<file path="src/rtl/rule_access_ctrl_if.sv">
// rtl/rule_access_ctrl_if.sv - host register bus and TCAM rule port bundle
interface rule_access_ctrl_if #(
  parameter int TUPLE_WIDTH        = 104,
  parameter int MON_LUT_DEPTH_BITS = 5,
  parameter int REG_ADDR_WIDTH     = 4
);
  logic                          reg_req;
  logic                          reg_rnw;
  logic [REG_ADDR_WIDTH-1:0]     reg_addr;
  logic [31:0]                   reg_wr_data;
  logic                          reg_ack;
  logic [31:0]                   reg_rd_data;

  logic                          rule_wr_req;
  logic [MON_LUT_DEPTH_BITS-1:0] rule_wr_addr;
  logic [TUPLE_WIDTH-1:0]        rule_wr;
  logic [TUPLE_WIDTH-1:0]        rule_wr_mask;
  logic                          rule_wr_ack;
  logic [MON_LUT_DEPTH_BITS-1:0] rule_rd_addr;
  logic                          rule_rd_req;
  logic [TUPLE_WIDTH-1:0]        rule_rd;
  logic [TUPLE_WIDTH-1:0]        rule_rd_mask;
  logic                          rule_rd_ack;

  modport master (
    output reg_req, reg_rnw, reg_addr, reg_wr_data,
    input  reg_ack, reg_rd_data,
    input  rule_wr_req, rule_wr_addr, rule_wr, rule_wr_mask, rule_rd_addr, rule_rd_req,
    output rule_wr_ack, rule_rd, rule_rd_mask, rule_rd_ack
  );

  modport slave (
    input  reg_req, reg_rnw, reg_addr, reg_wr_data,
    output reg_ack, reg_rd_data,
    output rule_wr_req, rule_wr_addr, rule_wr, rule_wr_mask, rule_rd_addr, rule_rd_req,
    input  rule_wr_ack, rule_rd, rule_rd_mask, rule_rd_ack
  );
endinterface

</file>
<file path="src/rtl/rule_access_ctrl.sv">
// rtl/rule_access_ctrl.sv - register-staged TCAM rule write/read initiator with ack timeout
module rule_access_ctrl #(
  parameter int TUPLE_WIDTH        = 104,
  parameter int MON_LUT_DEPTH_BITS = 5,
  parameter int TIMEOUT_CYCLES     = 64,
  parameter int REG_ADDR_WIDTH     = 4
) (
  input  logic               i_clk,
  input  logic               i_reset,
  rule_access_ctrl_if.slave  io_bus
);
  localparam int CW = $clog2(TIMEOUT_CYCLES);

  typedef enum logic [1:0] {S_IDLE, S_WR_WAIT, S_RD_ISSUE, S_RD_WAIT} state_t;

  state_t                        r_state, w_next_state;
  logic [TUPLE_WIDTH-1:0]        r_tuple, r_mask;
  logic [MON_LUT_DEPTH_BITS-1:0] r_addr;
  logic [CW-1:0]                 r_to_cnt;
  logic [15:0]                   r_count;
  logic                          r_done, r_timeout, r_cmd_err;
  logic                          r_reg_ack, r_rd_req;
  logic [31:0]                   r_reg_rd_data, w_rd_mux;
  logic                          w_busy, w_wr_req;
  logic                          w_host_wr, w_low_addr, w_wr_ok, w_cmd;
  logic                          w_start_wr, w_start_rd, w_bad_cmd;
  logic                          w_wr_ack_hit, w_rd_ack_hit, w_to_hit;
  logic                          w_set_done, w_set_err, w_stat_rd;

  assign w_host_wr    = io_bus.reg_req & ~io_bus.reg_rnw;
  assign w_low_addr   = int'(io_bus.reg_addr) <= 9;
  assign w_wr_ok      = w_host_wr & ~(w_busy & w_low_addr);
  assign w_cmd        = w_wr_ok & (int'(io_bus.reg_addr) == 9);
  assign w_start_wr   = w_cmd & (io_bus.reg_wr_data[1:0] == 2'b01);
  assign w_start_rd   = w_cmd & (io_bus.reg_wr_data[1:0] == 2'b10);
  assign w_bad_cmd    = w_cmd & (io_bus.reg_wr_data[1:0] == 2'b11);
  assign w_wr_ack_hit = (r_state == S_WR_WAIT) & io_bus.rule_wr_ack;
  assign w_rd_ack_hit = (r_state == S_RD_WAIT) & io_bus.rule_rd_ack;
  // An ack arriving on the last wait cycle still counts as success.
  assign w_to_hit     = (((r_state == S_WR_WAIT) & ~io_bus.rule_wr_ack) |
                         ((r_state == S_RD_WAIT) & ~io_bus.rule_rd_ack)) &
                        (r_to_cnt == CW'(TIMEOUT_CYCLES - 1));
  assign w_set_done   = w_wr_ack_hit | w_rd_ack_hit;
  assign w_set_err    = (w_host_wr & w_busy & w_low_addr) | w_bad_cmd;
  assign w_stat_rd    = io_bus.reg_req & io_bus.reg_rnw & (int'(io_bus.reg_addr) == 10);

  always_ff @(posedge i_clk or posedge i_reset) begin
    if (i_reset) r_state <= S_IDLE;
    else         r_state <= w_next_state;
  end

  always_comb begin
    w_next_state = r_state;
    case (r_state)
      S_IDLE: begin
        if (w_start_wr)      w_next_state = S_WR_WAIT;
        else if (w_start_rd) w_next_state = S_RD_ISSUE;
      end
      S_WR_WAIT:  if (w_wr_ack_hit | w_to_hit) w_next_state = S_IDLE;
      S_RD_ISSUE: w_next_state = S_RD_WAIT;
      S_RD_WAIT:  if (w_rd_ack_hit | w_to_hit) w_next_state = S_IDLE;
      default:    w_next_state = S_IDLE;
    endcase
  end

  always_comb begin
    w_busy   = (r_state != S_IDLE);
    w_wr_req = (r_state == S_WR_WAIT) & ~io_bus.rule_wr_ack;
  end

  always_comb begin
    w_rd_mux = '0;
    case (int'(io_bus.reg_addr))
      0:  w_rd_mux = r_tuple[31:0];
      1:  w_rd_mux = r_tuple[63:32];
      2:  w_rd_mux = r_tuple[95:64];
      3:  w_rd_mux = 32'(r_tuple[TUPLE_WIDTH-1:96]);
      4:  w_rd_mux = r_mask[31:0];
      5:  w_rd_mux = r_mask[63:32];
      6:  w_rd_mux = r_mask[95:64];
      7:  w_rd_mux = 32'(r_mask[TUPLE_WIDTH-1:96]);
      8:  w_rd_mux = 32'(r_addr);
      10: w_rd_mux = {28'd0, r_cmd_err, r_timeout, r_done, w_busy};
      11: w_rd_mux = {16'd0, r_count};
      default: w_rd_mux = '0;
    endcase
  end

  always_ff @(posedge i_clk or posedge i_reset) begin
    if (i_reset) begin
      r_tuple       <= '0;
      r_mask        <= '0;
      r_addr        <= '0;
      r_to_cnt      <= '0;
      r_count       <= '0;
      r_done        <= 1'b0;
      r_timeout     <= 1'b0;
      r_cmd_err     <= 1'b0;
      r_reg_ack     <= 1'b0;
      r_reg_rd_data <= '0;
      r_rd_req      <= 1'b0;
    end else begin
      r_reg_ack     <= io_bus.reg_req;
      r_reg_rd_data <= (io_bus.reg_req & io_bus.reg_rnw) ? w_rd_mux : 32'd0;
      r_rd_req      <= (w_next_state == S_RD_ISSUE);
      r_to_cnt      <= ((r_state == S_WR_WAIT) | (r_state == S_RD_WAIT)) ? r_to_cnt + CW'(1) : '0;
      if (w_wr_ok) begin
        case (int'(io_bus.reg_addr))
          0:  r_tuple[31:0]              <= io_bus.reg_wr_data;
          1:  r_tuple[63:32]             <= io_bus.reg_wr_data;
          2:  r_tuple[95:64]             <= io_bus.reg_wr_data;
          3:  r_tuple[TUPLE_WIDTH-1:96]  <= io_bus.reg_wr_data[TUPLE_WIDTH-97:0];
          4:  r_mask[31:0]               <= io_bus.reg_wr_data;
          5:  r_mask[63:32]              <= io_bus.reg_wr_data;
          6:  r_mask[95:64]              <= io_bus.reg_wr_data;
          7:  r_mask[TUPLE_WIDTH-1:96]   <= io_bus.reg_wr_data[TUPLE_WIDTH-97:0];
          8:  r_addr                     <= io_bus.reg_wr_data[MON_LUT_DEPTH_BITS-1:0];
          11: r_count                    <= io_bus.reg_wr_data[15:0];
          default: ;
        endcase
      end
      if (w_rd_ack_hit) begin
        r_tuple <= io_bus.rule_rd;
        r_mask  <= io_bus.rule_rd_mask;
      end
      if (w_set_done) r_count <= r_count + 16'd1;
      r_done    <= w_set_done | (r_done    & ~w_stat_rd);
      r_timeout <= w_to_hit   | (r_timeout & ~w_stat_rd);
      r_cmd_err <= w_set_err  | (r_cmd_err & ~w_stat_rd);
    end
  end

  assign io_bus.reg_ack      = r_reg_ack;
  assign io_bus.reg_rd_data  = r_reg_rd_data;
  assign io_bus.rule_wr_req  = w_wr_req;
  assign io_bus.rule_wr_addr = r_addr;
  assign io_bus.rule_wr      = r_tuple;
  assign io_bus.rule_wr_mask = r_mask;
  assign io_bus.rule_rd_addr = r_addr;
  assign io_bus.rule_rd_req  = r_rd_req;
endmodule

</file>
<file path="src/flat_wrapper.sv">
// flat-port wrapper written by rule: the top's interface ports become plain ports
module rule_access_ctrl_flat 
#(
  parameter int TUPLE_WIDTH        = 104,
  parameter int MON_LUT_DEPTH_BITS = 5,
  parameter int TIMEOUT_CYCLES     = 64,
  parameter int REG_ADDR_WIDTH     = 4
)
  (i_clk, i_reset, io_bus_reg_req, io_bus_reg_rnw, io_bus_reg_addr, io_bus_reg_wr_data, io_bus_reg_ack, io_bus_reg_rd_data, io_bus_rule_wr_req, io_bus_rule_wr_addr, io_bus_rule_wr, io_bus_rule_wr_mask, io_bus_rule_rd_addr, io_bus_rule_rd_req, io_bus_rule_wr_ack, io_bus_rule_rd, io_bus_rule_rd_mask, io_bus_rule_rd_ack);
  rule_access_ctrl_if #(.TUPLE_WIDTH(TUPLE_WIDTH), .MON_LUT_DEPTH_BITS(MON_LUT_DEPTH_BITS), .REG_ADDR_WIDTH(REG_ADDR_WIDTH)) io_bus_i ();
  input  logic i_clk;
  input  logic i_reset;
  input wire logic [$bits(io_bus_i.reg_req)-1:0] io_bus_reg_req;
  input wire logic [$bits(io_bus_i.reg_rnw)-1:0] io_bus_reg_rnw;
  input wire logic [$bits(io_bus_i.reg_addr)-1:0] io_bus_reg_addr;
  input wire logic [$bits(io_bus_i.reg_wr_data)-1:0] io_bus_reg_wr_data;
  output wire logic [$bits(io_bus_i.reg_ack)-1:0] io_bus_reg_ack;
  output wire logic [$bits(io_bus_i.reg_rd_data)-1:0] io_bus_reg_rd_data;
  output wire logic [$bits(io_bus_i.rule_wr_req)-1:0] io_bus_rule_wr_req;
  output wire logic [$bits(io_bus_i.rule_wr_addr)-1:0] io_bus_rule_wr_addr;
  output wire logic [$bits(io_bus_i.rule_wr)-1:0] io_bus_rule_wr;
  output wire logic [$bits(io_bus_i.rule_wr_mask)-1:0] io_bus_rule_wr_mask;
  output wire logic [$bits(io_bus_i.rule_rd_addr)-1:0] io_bus_rule_rd_addr;
  output wire logic [$bits(io_bus_i.rule_rd_req)-1:0] io_bus_rule_rd_req;
  input wire logic [$bits(io_bus_i.rule_wr_ack)-1:0] io_bus_rule_wr_ack;
  input wire logic [$bits(io_bus_i.rule_rd)-1:0] io_bus_rule_rd;
  input wire logic [$bits(io_bus_i.rule_rd_mask)-1:0] io_bus_rule_rd_mask;
  input wire logic [$bits(io_bus_i.rule_rd_ack)-1:0] io_bus_rule_rd_ack;
  assign io_bus_i.reg_req = io_bus_reg_req;
  assign io_bus_i.reg_rnw = io_bus_reg_rnw;
  assign io_bus_i.reg_addr = io_bus_reg_addr;
  assign io_bus_i.reg_wr_data = io_bus_reg_wr_data;
  assign io_bus_reg_ack = io_bus_i.reg_ack;
  assign io_bus_reg_rd_data = io_bus_i.reg_rd_data;
  assign io_bus_rule_wr_req = io_bus_i.rule_wr_req;
  assign io_bus_rule_wr_addr = io_bus_i.rule_wr_addr;
  assign io_bus_rule_wr = io_bus_i.rule_wr;
  assign io_bus_rule_wr_mask = io_bus_i.rule_wr_mask;
  assign io_bus_rule_rd_addr = io_bus_i.rule_rd_addr;
  assign io_bus_rule_rd_req = io_bus_i.rule_rd_req;
  assign io_bus_i.rule_wr_ack = io_bus_rule_wr_ack;
  assign io_bus_i.rule_rd = io_bus_rule_rd;
  assign io_bus_i.rule_rd_mask = io_bus_rule_rd_mask;
  assign io_bus_i.rule_rd_ack = io_bus_rule_rd_ack;
  rule_access_ctrl #(.TUPLE_WIDTH(TUPLE_WIDTH), .MON_LUT_DEPTH_BITS(MON_LUT_DEPTH_BITS), .TIMEOUT_CYCLES(TIMEOUT_CYCLES), .REG_ADDR_WIDTH(REG_ADDR_WIDTH)) u_core (.i_clk(i_clk), .i_reset(i_reset), .io_bus(io_bus_i));
endmodule
</file>
<file path="config.mk">
export PLATFORM = sky130hd
export DESIGN_NAME = rule_access_ctrl_flat
export DESIGN_NICKNAME = d
export VERILOG_FILES = /design/src/rtl/rule_access_ctrl_if.sv /design/src/rtl/rule_access_ctrl.sv /design/src/flat_wrapper.sv
export SDC_FILE = /design/constraint.sdc
export NUM_CORES = 1
export LEC_CHECK = 0
export CAP_MARGIN = 20
export CORE_ASPECT_RATIO = 0.5
export CORE_MARGIN = 2
export CORE_UTILIZATION = 46
export CTS_BUF_LIST = sky130_fd_sc_hd__clkbuf_4 sky130_fd_sc_hd__clkbuf_8
export DETAILED_ROUTE_END_ITERATION = 6
export GPL_TIMING_DRIVEN = 1
export PLACE_DENSITY = 0.93
export SLEW_MARGIN = 20
export SYNTH_ARGS = -nofsm -noshare
export SYNTH_HDL_FRONTEND = slang
export SYNTH_SLANG_ARGS = --single-unit
</file>
<file path="constraint.sdc">
create_clock -name i_clk -period 10.95 [get_ports i_clk]
set_input_delay 1.095 -clock i_clk [delete_from_list [all_inputs] [get_ports i_clk]]
set_output_delay 1.095 -clock i_clk [all_outputs]
set_load 0.1 [all_outputs]
</file>
After elaboration in Yosys (flattened, before gate mapping)
Index checks and enable logic that the tools add are counted.
- RAM bits: 0
- bits in latches: 0
- word-level logic and storage cells: 121
- register bits after elaboration: 274
- memories: 0
- output and inout bits: 253
- bits in read-only memories: 0
- input bits: 250
- multiplexer cells: 23
- $add $sub $neg: 2
- eq/ne operators: 20
- bitwise operators: 33
- magnitude comparators: 1
- reduce and logical (&&, ||, !) cells: 24
- multipliers: 0
- divide/modulo/power cells: 0
- shift operators: 0
- operator list (cell ; count):
    $mux 104 ; 4
    $pmux 32 s11 ; 1
    $mux 32 ; 7
    $mux 16 ; 3
    $reduce_bool 2->1 ; 12
    $eq 4x4->1 const B ; 5
    $reduce_and 2->1 ; 10
    $and 1x1->1 ; 19
    $add 16x1->16 const B ; 1
    $eq 4x3->1 const B ; 4
    $mux 8 ; 2
    $eq 2x2->1 const B ; 5
    $or 1x1->1 ; 9
    $eq 4x2->1 const B ; 2
    $mux 2 ; 4
    $pmux 2 s4 ; 1
    $add 6x1->6 const B ; 1
    $eq 6x6->1 const B ; 1
    $mux 6 ; 1
    $not 1->1 ; 5
    $eq 2x1->1 const B ; 2
    $eq 4x1->1 const B ; 1
    $le 4x4->1 const B ; 1
    $logic_not 4->1 ; 1
    $logic_not 2->1 ; 1

Longest topological paths before layout
- word-level depth: 10
- gate-level depth with buffers: 8
- mapped depth without buffers: 6

Worst setup path after synthesis
No wires, ideal clock.
- path kind: input to output
- start point: in io_bus_rule_wr_ack
- end point: out io_bus_rule_wr_req
- buffers on the path: 0
- arrival: 3.153 ns
- required time: 9.855 ns
- cell stages on the path: 1
- slack: 6.702 ns
- cells stage by stage: nor3_1
- longest elaborated chain between the ends: 2
- ends and longest elaborated chain (item ; line ; text):
    start: declaration ; flat_wrapper.sv:25 ; input wire logic [$bits(io_bus_i.rule_wr_ack)-1:0] io_bus_rule_wr_ack;
    $not 1->1 ; rule_access_ctrl.sv:68 ; w_wr_req = (r_state == S_WR_WAIT) & ~io_bus.rule_wr_ack;
    $and 1x1->1 ; rule_access_ctrl.sv:68 ;
    end: declaration ; flat_wrapper.sv:19 ; output wire logic [$bits(io_bus_i.rule_wr_req)-1:0] io_bus_rule_wr_req;
Every way passes these cells.

Worst setup path after layout
- start point: in io_bus_reg_addr[2]
- end point: reg u_core.r_mask[1] (netlist: u_core.io_bus.rule_wr_mask[1])
- longest elaborated chain between the ends: 6
- elaborated cells on any way between the ends: 8
- those cells by class: 1 x order compare; 1 x eq/ne; 3 x bitwise; 3 x reduce/logical
- ends and longest elaborated chain (item ; line ; text):
    start: declaration ; flat_wrapper.sv:15 ; input wire logic [$bits(io_bus_i.reg_addr)-1:0] io_bus_reg_addr;
    $le 4x4->1 ; rule_access_ctrl.sv:31 ; assign w_low_addr = int'(io_bus.reg_addr) <= 9;
    $and 1x1->1 ; rule_access_ctrl.sv:32 ; assign w_wr_ok = w_host_wr & ~(w_busy & w_low_addr);
    $not 1->1 ; rule_access_ctrl.sv:32 ;
    $and 1x1->1 ; rule_access_ctrl.sv:32 ;
    $reduce_bool 2->1 (no source line) ; n/a ;
    $reduce_and 2->1 (no source line) (*) ; n/a ;
    end signal: assignment ; rule_access_ctrl.sv:113 ; 4: r_mask[31:0] <= io_bus.reg_wr_data;
    end signal: indexed assignment ; rule_access_ctrl.sv:116 ; 7: r_mask[TUPLE_WIDTH-1:96] <= io_bus.reg_wr_data[TUPLE_WIDTH-97:0];
    end signal: assignment ; rule_access_ctrl.sv:124 ; r_mask <= io_bus.rule_rd_mask;
    end: declaration ; rule_access_ctrl.sv:17 ; logic [TUPLE_WIDTH-1:0] r_tuple, r_mask;
Every way passes the cells marked *; elsewhere a longest branch is shown, timed or not.
A chain may end at the register's enable or synchronous reset.

==> qor.tcl <==
set qor(fp.coreArea_mm2) 0.0290
set qor(worst_hold_startpoint) {u_core.r_to_cnt[0]$_DFF_PP0_}
set qor(period_needed_ns) 4.62
set qor(clk_root_buffer_cell) {sky130_fd_sc_hd__clkbuf_8}
set qor(htree_num_levels) 2
set qor(avgSynthCellArea_um2) 8.97
set qor(grt_util_all_layers_pct) 40.1
set qor(total_leakage_power_nw) 8.04
set qor(cts-hold-fix-buffers) 0
set qor(cts.sink_count) 274
set qor(vias) 15100
set qor(finalHoldViolCount) 0
set qor(fillCellCount) 2279
set qor(worst-slew-pin-transition_ns) 1.20
set qor(pin_count_of_the_biggest_net_entering_global_routing) 143
set qor(synth.yosys.warnings) 0
set qor(timing.hold.worst_path_depth) 1
set qor(multiInputGateArea_mm2) 0.00616
set qor(avgViaCountPerCell) 6.37
set qor(worstSetupPathType) {primary input to flip-flop}
set qor(netSwitchingPower_w) 0.00364
set qor(yosys.area_share.adder_pct) 0.184
set qor(clock_tree.buffer_depth) 3
set qor(swShare_pct) 58.1
set qor(initial_core_util_pct) 46.9
set qor(worst_slack_after_detailed_placement_ns) 6.10
set qor(x_dimension_of_the_die_um) 247
set qor(drc) 11
set qor(synth_area_leader_cell) {sky130_fd_sc_hd__dfrtp_1}
set qor(critical_path.reg2reg.endpoint) {u_core.io_bus.rule_wr[81]$_DFFE_PP0P_}
set qor(clkSlewWorstSetupHoldPaths_ns) 0.07
set qor(synth.ff_latch_count) 274
set qor(antenna_found_initial) 4
set qor(most_area_consuming_cells_after_synthesis) {sky130_fd_sc_hd__dfrtp_1 (50%), sky130_fd_sc_hd__nand2_1 (8.2%), sky130_fd_sc_hd__nor2_1 (4.4%), sky130_fd_sc_hd__a31oi_1 (4.2%), sky130_fd_sc_hd__nand3_1 (3.2%)}
set qor(holdPathEnd) {u_core.r_to_cnt[0]$_DFF_PP0_}
set qor(synth_commonest_cells) {sky130_fd_sc_hd__nand2_1 (297), sky130_fd_sc_hd__dfrtp_1 (274), sky130_fd_sc_hd__nor2_1 (158)}
set qor(netlist_area_mm2) 0.0136
set qor(critical_path.reg2reg.startpoint) {u_core.r_state[0]$_DFF_PP0_}
set qor(setup_viol_count_final) 0
set qor(drive_above_1_share_pct) 6.47
set qor(mux_cell_area_share_after_synthesis_pct) 3.92
set qor(yosys.cell_types.count) 63
set qor(place.port_buffers) 502
set qor(boundaryPins) 503
set qor(seq_area_mm2) 0.00686
set qor(place.detailed.hpwl_mm) 44.1
set qor(clockPowerShare_pct) 14.3
set qor(drt-pass1-iter-count) 7
set qor(post_synth_edffs) 0
set qor(wire_length_of_the_first_global_routing_pass_mm) 92.7
set qor(seqPwrFrac_pct) 27.6
set qor(ir_drop_mv) 0.179
set qor(rsz0062_at_grt) {false}
set qor(postSynth.topFlopCell) {sky130_fd_sc_hd__dfrtp_1}
set qor(area_fraction_in_and_or_nand_and_nor_cells_after_synthesis_pct) 20.2
set qor(power_per_cell_area_mw_per_mm2) 320
set qor(timing.fmax_ghz) 0.216
set qor(startpoint_type) {primary input}
set qor(placement_rows) 44
set qor(post_cts_resized) 0
set qor(worstSkewPairLatency_ns) 0.58
set qor(timing.critical_path.arrival_ns) 5.06
set qor(crit_path_max_fanout) 44
set qor(worst_relative_slew_slack_pct) 19.4
set qor(layout.nets) 2202
set qor(synth_compound_area_share_pct) 20.1
set qor(cts_post_setup_buffers_inserted) 0
set qor(postRouteAntennaNets) 0
set qor(drt_iter0_markers) 2533
set qor(timing.final.ws_setup_ns) 6.33
set qor(required_time_worst_endpoint_ns) 11.39
set qor(tritoncts) {built}
set qor(combinational_share_of_power_pct) 58.1
set qor(routedWlPerCell_um) 26.8
set qor(globalRoute.totalOverflow) 0
set qor(r2r.worst_path.cells) 5
set qor(synth_top_area_share_pct) 50.4
set qor(netlist_instances) 1515
set qor(critical_path.endpoint_type) {flip-flop}
set qor(grt_pass1_vias) 14400
set qor(die_area_mm2) 0.0310
set qor(synth_top_family_by_area) {simple AND/OR/NAND/NOR gates}
set qor(synth.yosys.seq_area_share_pct) 50.4
set qor(clock-skew-final_ns) 0.0265
set qor(synth_xor_xnor_area_share_pct) 0.258
set qor(routed_wl_mm) 63.6
set qor(floorplan.die.height_um) 126
set qor(layout_overhead_on_the_synthesized_area_pct) 44.2
set qor(most_frequent_cell_after_synthesis) {sky130_fd_sc_hd__nand2_1}
set qor(ys_async_sr_fraction_pct) 100
set qor(worstHoldPathType) {flip-flop to flip-flop}
set qor(r2r_slack_ns) 7.64
set qor(post-route-period-util_pct) 42.2
set qor(syn-num-nets) 1767
set qor(run_status) {finished with violations}
set qor(violations) {DRC}
set qor(setup-tns-final_ns) 0
set qor(final_max_slew_viol_count) 0
set qor(internal_power_w) 0.00263
set qor(numCtsBuffers) 40
set qor(max_cap_viol_count) 0
set qor(gp_congestion) 1.04
-- layout make-up --
cell class | instances | share of cell area [%]
diodes | 3 | 0.0383
well taps | 391 | 2.50
multi-input cells | 1102 | 31.5
flip-flops and latches | 274 | 35.0
inverters | 6 | 0.153
clock buffers | 67 | 4.16
clock inverters | 2 | 0.0511
repair buffers | 526 | 26.7
-- cell usage in the layout, fill, tap and decap left out, types with 4 or more instances in the layout --
cell type                           n
sky130_fd_sc_hd__a21oi_1           81
sky130_fd_sc_hd__nand4_1            6
sky130_fd_sc_hd__a222oi_1          10
sky130_fd_sc_hd__buf_4             22
sky130_fd_sc_hd__nor2b_1            8
sky130_fd_sc_hd__o21ai_0           76
sky130_fd_sc_hd__a211oi_1           9
sky130_fd_sc_hd__nand2_1          296
sky130_fd_sc_hd__nor2_1           157
sky130_fd_sc_hd__a31oi_1           92
sky130_fd_sc_hd__mux2_2            10
sky130_fd_sc_hd__o22ai_1            4
sky130_fd_sc_hd__o211ai_1          35
sky130_fd_sc_hd__clkdlybuf4s50_1  500
sky130_fd_sc_hd__a221o_1            8
sky130_fd_sc_hd__clkbuf_4          17
sky130_fd_sc_hd__a22o_1            17
sky130_fd_sc_hd__dfrtp_1          274
sky130_fd_sc_hd__mux2i_1           42
sky130_fd_sc_hd__and2_1            10
sky130_fd_sc_hd__a22oi_1           55
sky130_fd_sc_hd__and3_1            12
sky130_fd_sc_hd__nand3_1           85
sky130_fd_sc_hd__inv_1              5
sky130_fd_sc_hd__a221oi_1           8
sky130_fd_sc_hd__clkbuf_8          50
sky130_fd_sc_hd__nand3b_1           6
sky130_fd_sc_hd__nor3_1            14
-- registers in the layout, indices dropped and copies added, names as in the netlist, 2 cells and up --
signal,flops
u_core.r_state,2
u_core.io_bus.reg_rd_data,32
u_core.io_bus.rule_rd_addr,5
u_core.r_count,16
u_core.io_bus.rule_wr,104
u_core.r_to_cnt,6
u_core.io_bus.rule_wr_mask,104
-- critical path: stages --
cell                              delay, ns
sky130_fd_sc_hd__clkdlybuf4s50_1       0.46
sky130_fd_sc_hd__buf_4                 0.37
sky130_fd_sc_hd__nand2b_1              0.50
sky130_fd_sc_hd__nor3_2                0.78
sky130_fd_sc_hd__buf_4                 0.45
sky130_fd_sc_hd__nand2b_2              0.62
sky130_fd_sc_hd__and3_1                0.46
sky130_fd_sc_hd__a221o_1               0.30
-- metrics by stage --
step | hold slack, ns | instance area, um^2 | cells | power, W | utilization, %
floorplan | 0.425 | 13600 | 1515 | 0.00428 | -
global placement | 0.447 | 18700 | 2297 | 0.00529 | 64.5
detailed placement | 0.459 | 18700 | 2297 | 0.00533 | 64.5
CTS | 0.475 | 19500 | 2366 | 0.00622 | 67.4
global route | 0.480 | 19600 | 2371 | 0.00640 | 67.6
finish | 0.475 | 19600 | 2371 | 0.00626 | 67.6
-- worst max path at each step --
stage	from	endpoint	slack, ns
CTS	io_bus_reg_addr[2]	u_core.io_bus.rule_wr_mask[1]$_DFFE_PP0P_	6.70
floorplan	i_reset	u_core.io_bus.reg_ack$_DFF_PP0_	2.30
global placement	io_bus_reg_addr[2]	u_core.io_bus.rule_wr_mask[29]$_DFFE_PP0P_	6.36
global route	io_bus_reg_addr[2]	u_core.io_bus.rule_wr_mask[1]$_DFFE_PP0P_	6.47
finish	io_bus_reg_addr[2]	u_core.io_bus.rule_wr_mask[1]$_DFFE_PP0P_	6.33
detailed placement	io_bus_reg_addr[2]	u_core.io_bus.rule_wr_mask[16]$_DFFE_PP0P_	6.10
-- metal layers --
| layer | GRT usage, % | part of all wire (%) |
|---|---|---|
| met1 | 52.2 | 36 |
| met3 | 12.5 | 13 |
| met2 | 60.1 | 44 |
| met4 | 21.0 | 6.2 |
| met5 | 0 | 0 |
-- cells by family after synthesis --
family                   Yosys count
XOR/XNOR                           4
buffers and inverters            139
AND/OR/NAND/NOR                  626
multiplexers                      52
adder cells (fa/ha/maj)            2
AO/OA/AOI/OAI                    418
flip-flops                       274
-- power by group through the flow --
stage	clock network [W]	registers [W]	logic [W]
2_1_floorplan	0	0.00379	0.000492
3_3_place_gp	0	0.00170	0.00359
3_5_place_dp	0	0.00171	0.00362
4_1_cts	0.000891	0.00170	0.00363
5_1_grt	0.000939	0.00175	0.00372
6_report	0.000895	0.00173	0.00364
(Power assumes the default switching activity.)
